--- src/rtl/imem_loader_pkg.sv ---
// Shared types and constants for the instruction-memory boot loader.
// Checksum trailer support is selected with the LOADER_CHECKSUM_EN macro.
package imem_loader_pkg;

    typedef enum logic [2:0] {IDLE, CNT, LOAD, WRITE, CSUM, DONE, ERR} state_t;

    localparam int WORD_BYTES = 4;
    localparam int CNT_BYTES  = 2;

endpackage

--- src/rtl/imem_loader_byte_packer.sv ---
// Little-endian byte-to-word packer: lane counter plus shift-in register.
// word/word_valid are combinational so the loader can register the write in the same edge.
module byte_packer
    import imem_loader_pkg::*;
(
    input  logic        clk,
    input  logic        rst,
    input  logic        clear,
    input  logic        take,
    input  logic [7:0]  byte_in,
    output logic        word_valid,
    output logic [31:0] word
);

    logic [1:0]  lane;
    logic [23:0] shreg;

    always_ff @(posedge clk) begin
        if (!rst) begin
            lane <= '0;
        end else if (clear) begin
            lane <= '0;
        end else if (take) begin
            lane <= lane + 2'd1;
        end
    end

    // Only the first three bytes need storage; the fourth arrives on s_byte.
    always_ff @(posedge clk) begin
        if (take) begin
            shreg <= {byte_in, shreg[23:8]};
        end
    end

    assign word_valid = take && (lane == 2'(WORD_BYTES - 1));
    assign word       = {byte_in, shreg};

endmodule

--- src/rtl/imem_loader.sv ---
// Boot-time loader: byte stream -> 32-bit instruction memory writes, CPU held until loaded.
// Define LOADER_CHECKSUM_EN to require a trailing mod-256 payload checksum byte.
module imem_loader
    import imem_loader_pkg::*;
#(
    parameter int                    ADDR_WIDTH = 32,
    parameter int                    DATA_WIDTH = 32,
    parameter int                    DEPTH      = 128,
    parameter logic [ADDR_WIDTH-1:0] BASE_ADDR  = '0
) (
    input  logic                  clk,
    input  logic                  rst,
    input  logic                  start,
    input  logic                  s_valid,
    input  logic [7:0]            s_byte,
    output logic                  s_ready,
    output logic                  im_we,
    output logic [ADDR_WIDTH-1:0] im_addr,
    output logic [DATA_WIDTH-1:0] im_data,
    output logic                  cpu_hold,
    output logic                  done,
    output logic                  err
);

    localparam logic [15:0] MAX_WORDS = 16'(DEPTH / WORD_BYTES);

`ifdef LOADER_CHECKSUM_EN
    localparam state_t END_STATE = CSUM;
`else
    localparam state_t END_STATE = DONE;
`endif
    localparam logic END_DONE = (END_STATE == DONE);

    state_t      state;
    logic [15:0] n_words;
    logic [15:0] word_idx;
    logic        cnt_sel;
    logic        cnt_vld_p0;
    logic        accept;
    logic        session_start;
    logic        pack_take;
    logic        word_valid;
    logic [31:0] word;
`ifdef LOADER_CHECKSUM_EN
    logic [7:0]  csum;
`endif

    assign accept        = s_valid && s_ready;
    assign session_start = start && (state == IDLE || state == DONE || state == ERR);
    assign pack_take     = accept && (state == LOAD);

    byte_packer u_packer (
        .clk        (clk),
        .rst        (rst),
        .clear      (session_start),
        .take       (pack_take),
        .byte_in    (s_byte),
        .word_valid (word_valid),
        .word       (word)
    );

    always_ff @(posedge clk) begin
        if (!rst) begin
            state      <= IDLE;
            s_ready    <= 1'b0;
            im_we      <= 1'b0;
            im_addr    <= BASE_ADDR;
            im_data    <= '0;
            cpu_hold   <= 1'b1;
            done       <= 1'b0;
            err        <= 1'b0;
            n_words    <= '0;
            word_idx   <= '0;
            cnt_sel    <= 1'b0;
            cnt_vld_p0 <= 1'b0;
`ifdef LOADER_CHECKSUM_EN
            csum       <= '0;
`endif
        end else begin
            im_we <= 1'b0;
            case (state)
                IDLE, DONE, ERR: begin
                    if (start) begin
                        state      <= CNT;
                        s_ready    <= 1'b1;
                        done       <= 1'b0;
                        err        <= 1'b0;
                        cpu_hold   <= 1'b1;
                        cnt_sel    <= 1'b0;
                        cnt_vld_p0 <= 1'b0;
                        word_idx   <= '0;
                        im_addr    <= BASE_ADDR;
`ifdef LOADER_CHECKSUM_EN
                        csum       <= '0;
`endif
                    end
                end
                // --- p0: count captured; range check happens one cycle later
                CNT: begin
                    if (cnt_vld_p0) begin
                        cnt_vld_p0 <= 1'b0;
                        if (n_words == '0) begin
                            state    <= END_STATE;
                            s_ready  <= !END_DONE;
                            done     <= END_DONE;
                            cpu_hold <= !END_DONE;
                        end else if (n_words > MAX_WORDS) begin
                            state <= ERR;
                            err   <= 1'b1;
                        end else begin
                            state   <= LOAD;
                            s_ready <= 1'b1;
                        end
                    end else if (accept) begin
                        if (cnt_sel != 1'(CNT_BYTES - 1)) begin
                            n_words[7:0] <= s_byte;
                            cnt_sel      <= 1'b1;
                        end else begin
                            n_words[15:8] <= s_byte;
                            s_ready       <= 1'b0;
                            cnt_vld_p0    <= 1'b1;
                        end
                    end
                end
                LOAD: begin
                    if (accept) begin
`ifdef LOADER_CHECKSUM_EN
                        csum <= csum + s_byte;
`endif
                        if (word_valid) begin
                            state   <= WRITE;
                            s_ready <= 1'b0;
                            im_we   <= 1'b1;
                            im_data <= DATA_WIDTH'(word);
                        end
                    end
                end
                // --- write cycle: im_we high exactly here, address advances afterwards
                WRITE: begin
                    im_addr  <= im_addr + ADDR_WIDTH'(WORD_BYTES);
                    word_idx <= word_idx + 16'd1;
                    if (word_idx == n_words - 16'd1) begin
                        state    <= END_STATE;
                        s_ready  <= !END_DONE;
                        done     <= END_DONE;
                        cpu_hold <= !END_DONE;
                    end else begin
                        state   <= LOAD;
                        s_ready <= 1'b1;
                    end
                end
`ifdef LOADER_CHECKSUM_EN
                CSUM: begin
                    if (accept) begin
                        s_ready <= 1'b0;
                        if (s_byte == csum) begin
                            state    <= DONE;
                            done     <= 1'b1;
                            cpu_hold <= 1'b0;
                        end else begin
                            state <= ERR;
                            err   <= 1'b1;
                        end
                    end
                end
`endif
                default: state <= IDLE;
            endcase
        end
    end

endmodule

--- config.mk ---
export PLATFORM = sky130hd
export DESIGN_NAME = imem_loader
export DESIGN_NICKNAME = d
export VERILOG_FILES = /design/src/rtl/imem_loader_pkg.sv /design/src/rtl/imem_loader_byte_packer.sv /design/src/rtl/imem_loader.sv
export SDC_FILE = /design/constraint.sdc
export NUM_CORES = 1
export LEC_CHECK = 0
export CORE_ASPECT_RATIO = 1.5
export CORE_MARGIN = 3
export CORE_UTILIZATION = 50
export DETAILED_ROUTE_END_ITERATION = 10
export GPL_ROUTABILITY_DRIVEN = 0
export PLACE_DENSITY = 0.74
export RECOVER_POWER = 100
export SETUP_SLACK_MARGIN = 0.05
export SYNTH_ARGS = -nofsm -noshare
export SYNTH_HDL_FRONTEND = slang
export SYNTH_SLANG_ARGS = --single-unit
export TNS_END_PERCENT = 100
--- constraint.sdc ---
create_clock -name clk -period 5.5 [get_ports clk]
set_input_delay 1.375 -clock clk [delete_from_list [all_inputs] [get_ports clk]]
set_output_delay 1.375 -clock clk [all_outputs]
set_load 0.005 [all_outputs]
=== Yosys cells after proc, flatten, opt, wreduce, memory -nomap -nowiden ===
Cells that the tools add are included.

* Bits in registers: 132
* Input bits: 12
* Output and inout bits: 69
* Logic and storage cells: 111

* Add/sub/neg operators: 4
* Order comparisons: 1
* Equality and inequality tests: 20
* Mux-type cells: 43
* Bitwise gates (word level): 3
* Reductions and logical operators: 25

{| class="wikitable"
|+ Operators with widths
! cell !! count
|-
| case mux 32 bit (2 select lines) || 1
|-
| adder 32 x 3 -> 32 bit (second input constant) || 1
|-
| two-way mux 32 bit || 1
|-
| case mux 16 bit (2 select lines) || 1
|-
| two-way mux 1 bit || 25
|-
| two-way mux 3 bit || 7
|-
| != test 2 bit (second input constant) || 9
|-
| adder 16 x 1 -> 16 bit (second input constant) || 1
|-
| equality test 16 bit || 1
|-
| > comparator 16 x 6 -> 1 bit (second input constant) || 1
|-
| logical NOT 16 bit || 1
|-
| two-way mux 16 bit || 1
|-
| AND reduction 4 bit || 4
|-
| subtractor 16 x 1 -> 16 bit (second input constant) || 1
|-
| case mux 3 bit (4 select lines) || 1
|-
| AND reduction 5 bit || 2
|-
| AND reduction 7 bit || 1
|-
| equality test 3 x 2 -> 1 bit (second input constant) || 2
|-
| equality test 3 bit (second input constant) || 2
|-
| != test 3 bit (second input constant) || 2
|-
| case mux 1 bit (2 select lines) || 3
|-
| case mux 1 bit (3 select lines) || 2
|-
| AND reduction 3 bit || 2
|-
| logical AND 1 bit || 4
|-
| other kinds (15) || 20
|}

=== Depth between registers and ports, before layout ===
* Word-level depth: 6
* Depth in mapped cells: 9
* Gate-level depth less buffers: 8

=== By module ===
A second synthesis with hierarchy kept.

* Cells, all modules: 691
* Area, all modules: 5,994.5 um^2

{| class="wikitable"
|+ Modules (own cells, without submodules)
! module !! times used !! cells an instance !! area each (um^2)
|-
| imem_loader || 1 || 650 || 5,121.2
|-
| byte_packer || 1 || 41 || 873.3
|}

=== Worst setup path after synthesis ===
No wires, ideal clock.

* Path kind: in2reg
* From: input s_valid
* To: register im_data[10]
* Library setup time: 0.132 ns
* Data arrival time: 4.236 ns
* Data required time: 5.368 ns
* Path slack: 1.131 ns
* Stages on the path: 6
* Path through: nand2_1 > nor3_1 > nand2_1 > clkbuf_1 > nand2_1 > a21oi_1

* Word-level cells in the longest chain between the ends: 4

{| class="wikitable"
|+ RTL lines
! element !! line !! source
|-
| from (decl) || imem_loader.sv:14 || <nowiki>input logic s_valid,</nowiki>
|-
| logical AND 1 bit || imem_loader.sv:48 || <nowiki>assign accept = s_valid && s_ready;</nowiki>
|-
| logical AND 1 bit || imem_loader.sv:50 || <nowiki>assign pack_take = accept && (state == LOAD);</nowiki>
|-
| via pack_take || imem_loader.sv:41 || <nowiki>logic pack_take;</nowiki>
|-
| logical AND 1 bit || imem_loader_byte_packer.sv:35 || <nowiki>assign word_valid = take && (lane == 2'(WORD_BYTES - 1));</nowiki>
|-
| AND reduction 3 bit (no source line) || n/a ||
|-
| to (signal assigned) || imem_loader.sv:134 || <nowiki>im_data <= DATA_WIDTH'(word);</nowiki>
|-
| to (decl) || imem_loader.sv:19 || <nowiki>output logic [DATA_WIDTH-1:0] im_data,</nowiki>
|}

The timed path passes the listed nets, and every way through them passes these cells.
A chain may end at the register's enable or synchronous reset.

=== Worst setup path after layout ===
* From: input rst
* To: register n_words[5]

{| class="wikitable"
|+ RTL lines
! element !! line !! source
|-
| from (decl) || imem_loader.sv:12 || <nowiki>input logic rst,</nowiki>
|-
| to (signal assigned) || imem_loader.sv:116 || <nowiki>n_words[7:0] <= s_byte;</nowiki>
|-
| to (decl) || imem_loader.sv:35 || <nowiki>logic [15:0] n_words;</nowiki>
|}

No word-level cell between the ends.

==> flow_summary.yaml <==
global_routing:
  grt_pass1_wl_um: 23600
  overflow: 0
  grt_start_max_net_pins: 41
  grt_util_met2_pct: 40.2
  busiest_layer: "met2"
  grt_usage_pct: 22.5
  met3_usage_pct: 5.54
  grtUsageMet1_pct: 24.7
  grt_pass1_vias: 4942
  antenna_found_initial: 0
yosys:
  synth_area_leader_cell: "dfxtp_1"
  synth.avg_cell_area_sq_um: 8.78
  yosys_warnings: 0
  synth.area.top_cells: "dfxtp_1, edfxtp_1, nand2_1"
  ys_types: 65
  syn_inst: 670
  synth_top_area_share_pct: 36.1
  yosysSeqAreaShare_pct: 48.4
  synth-seq-cells: 130
  async_reset_ff_share_pct: 0
  synth_ff_type: "dfxtp_1"
  synth_edf_count: 24
  netlist_area_sq_um: 5880
route:
  viasPerCell: 5.81
  wl_per_cell_um: 16.0
  route.vias.total: 5217
  ant_nets: 0
  wirelength_um: 14400
  drc: 0
  dr.pass1.iters: 5
  drt_iter0_drc: 322
critical_path:
  worstReg2RegStart: "state[1]"
  crit_type: "input pin to flop"
  path_delay_family: "buffers and inverters"
  cp.depth: 5
  reg2reg_slack_ps: 1900
  r2r-end: "cpu_hold"
  endpoint: "n_words[5]"
  ff2ff_path_depth: 7
  critPathLaunchType: "input pin"
  max_stage_delay_ps: 1300
  worst-path-buf-inv: 4
  worstSetupStartpoint: "rst"
  crit_path_top_delay_cell: "clkbuf_1"
  end_kind: "flop"
  cp.required_ps: 5720
  crit_chain: "clkdlybuf4s50_1 > buf_4 > inv_1 > clkbuf_1 > nor2_1"
  critPathArrivalTime_ps: 4430
  cp_max_fo: 40
sta:
  worstMarginPinSlew_ps: 1700
  slew_viol_final: 41
  hold_viol_final: 0
  fmax_ghz: 0.237
  post-route-min-period_ps: 4210
  fin_skew_ps: 9.83
  setup_viol: 0
  fin_crit_sh_pct: 76.6
  slew_headroom_pct: -13.2
  fin_tns_setup_ps: 0
  rsz0062_at_grt: "no"
clocking:
  cts_buffers: 17
  postCtsSetupRepairBufs: 0
  clk_latency_ps: 410
  cts.sinks: 130
  clk_pin_slew_ps: 60
  cts_hold_buf: 0
  clk_path_buf_depth: 2
  cts_tree: "done"
  cts_repair_resize_count: 0
  ctsRootBufferMaster: "clkbuf_16"
  htree_levels: 4
worst_hold_path:
  worstHoldStart: "im_data[13]"
  hold_class: "flop to flop"
floorplan:
  coreArea_sq_um: 11300
  die-area_sq_um: 13100
  initial_core_util_pct: 52.1
  die_width_um: 94.5
  num_rows: 47
  ios: 81
  dieHeight_um: 139
power:
  power.density_nw_per_um2: 337
  p_leak_uw: 0.00269
  ir_drop_uv: 207
  power_uw: 2460
layout:
  fillers: 961
  drive_gt1_share_pct: 7.86
  area_growth_pct: 24.1
  nets: 754
  multi_input_area_sq_um: 2830
  seq_area_sq_um: 2840
  n_antenna_cell: 0
  final_util_pct: 64.6
job:
  maxCapViolCount: 1
placed_design:
  dpl.hpwl_um: 9890
  place.port_buffers: 78
run_status:
  outcome: "complete, but fails checks"
  violations: "capacitance limit, slew limit"
## cell type report
| cell class | count | area share, % |
|---|---|---|
| inverter | 10 | 0.514 |
| timing repair buffer | 87 | 11.5 |
| clock inverter | 15 | 1.85 |
| multi-input combinational | 492 | 38.8 |
| tap | 147 | 2.52 |
| clock buffer | 17 | 5.83 |
| sequential | 130 | 39.0 |
## worst min path at each step
stage / to / depth (start not counted)
floorplan: u_packer.shreg[0] / 0
global placement: u_packer.shreg[5] / 0
detailed placement: u_packer.shreg[6] / 0
CTS: u_packer.shreg[10] / 0
global route: u_packer.shreg[6] / 0
finish: im_data[13] / 2
## flip-flops by register name (all words and copies together) (netlist names), 2 cells and up
register and cells:
word_idx 16, n_words 16, u_packer.lane 2, im_data 32, u_packer.shreg 24, state 3, im_addr 30
## worst min-delay path: stages (launching register included)
cell     delay (ps)
dfxtp_1         300
nand2_1          50
a21oi_1          50
## report_power, final
group	switching, uW	total (uW)	internal, uW
Sequential	43.4	1030	992
Clock	433	1060	624
Combinational	224	364	140
## cell usage after synthesis (6+ instances only)
cell type,count
dfxtp_1,106
nand2_1,104
a21oi_1,63
nor2_1,55
nand3_1,39
clkbuf_1,30
edfxtp_1,24
o21ai_0,22
nand4_1,17
xnor2_1,16
nor3_1,14
xor2_1,14
mux2i_1,13
and3_1,11
or2_2,10
inv_1,9
or3_1,9
a31oi_1,8
and4_1,8
mux2_2,8
nor4_1,6
## placed cells by master, fill, tap and decap left out, drive strengths merged, types with 7 or more instances in the layout
cell	netlist	routed
and3	11	11
nand3	39	39
mux2i	13	13
dlygate4sd3	0	77
a31oi	8	8
nand4	17	17
nor2	55	55
and2	7	7
dfxtp	106	106
xor2	14	14
clkbuf	30	20
nand2	104	104
edfxtp	24	24
nor3	14	14
inv	9	13
xnor2	16	16
o21ai	23	23
or3	9	9
a21oi	63	63
or2	10	10
nor4	7	7
and4	8	8
mux2	8	8
## cell families (layout without fill, tap and decap cells)
logic type               Yosys count  count (layout)  synth area share [%]
AO/OA/AOI/OAI                    131             131                  13.6
other                              1               2                0.0638
buffers and inverters             49             129                  3.45
multiplexers                      21              21                  3.75
XOR/XNOR                          30              30                  4.47
AND/OR/NAND/NOR                  304             304                  25.5
flip-flops                       130             130                  48.4
adder cells (fa/ha/maj)            4               4                 0.851
## through the flow
stage	std cells	worst slack, ps	cell area (sq um)	hold WS (ps)
2_1_floorplan	671	1130	5880	426
6_report	898	1290	7300	450
3_3_place_gp	866	1860	6760	429
4_1_cts	898	2220	7320	448
3_5_place_dp	866	1840	6760	437
5_1_grt	898	1040	7300	462
## layer usage
layer / wire [um] / up-vias
met4: 325 / 0
met1: 5650 / 2478
met2: 7750 / 176
met3: 630 / 30
li1: - / 2533
met5: 0 / -
Power figures use the tool's default switching activity.
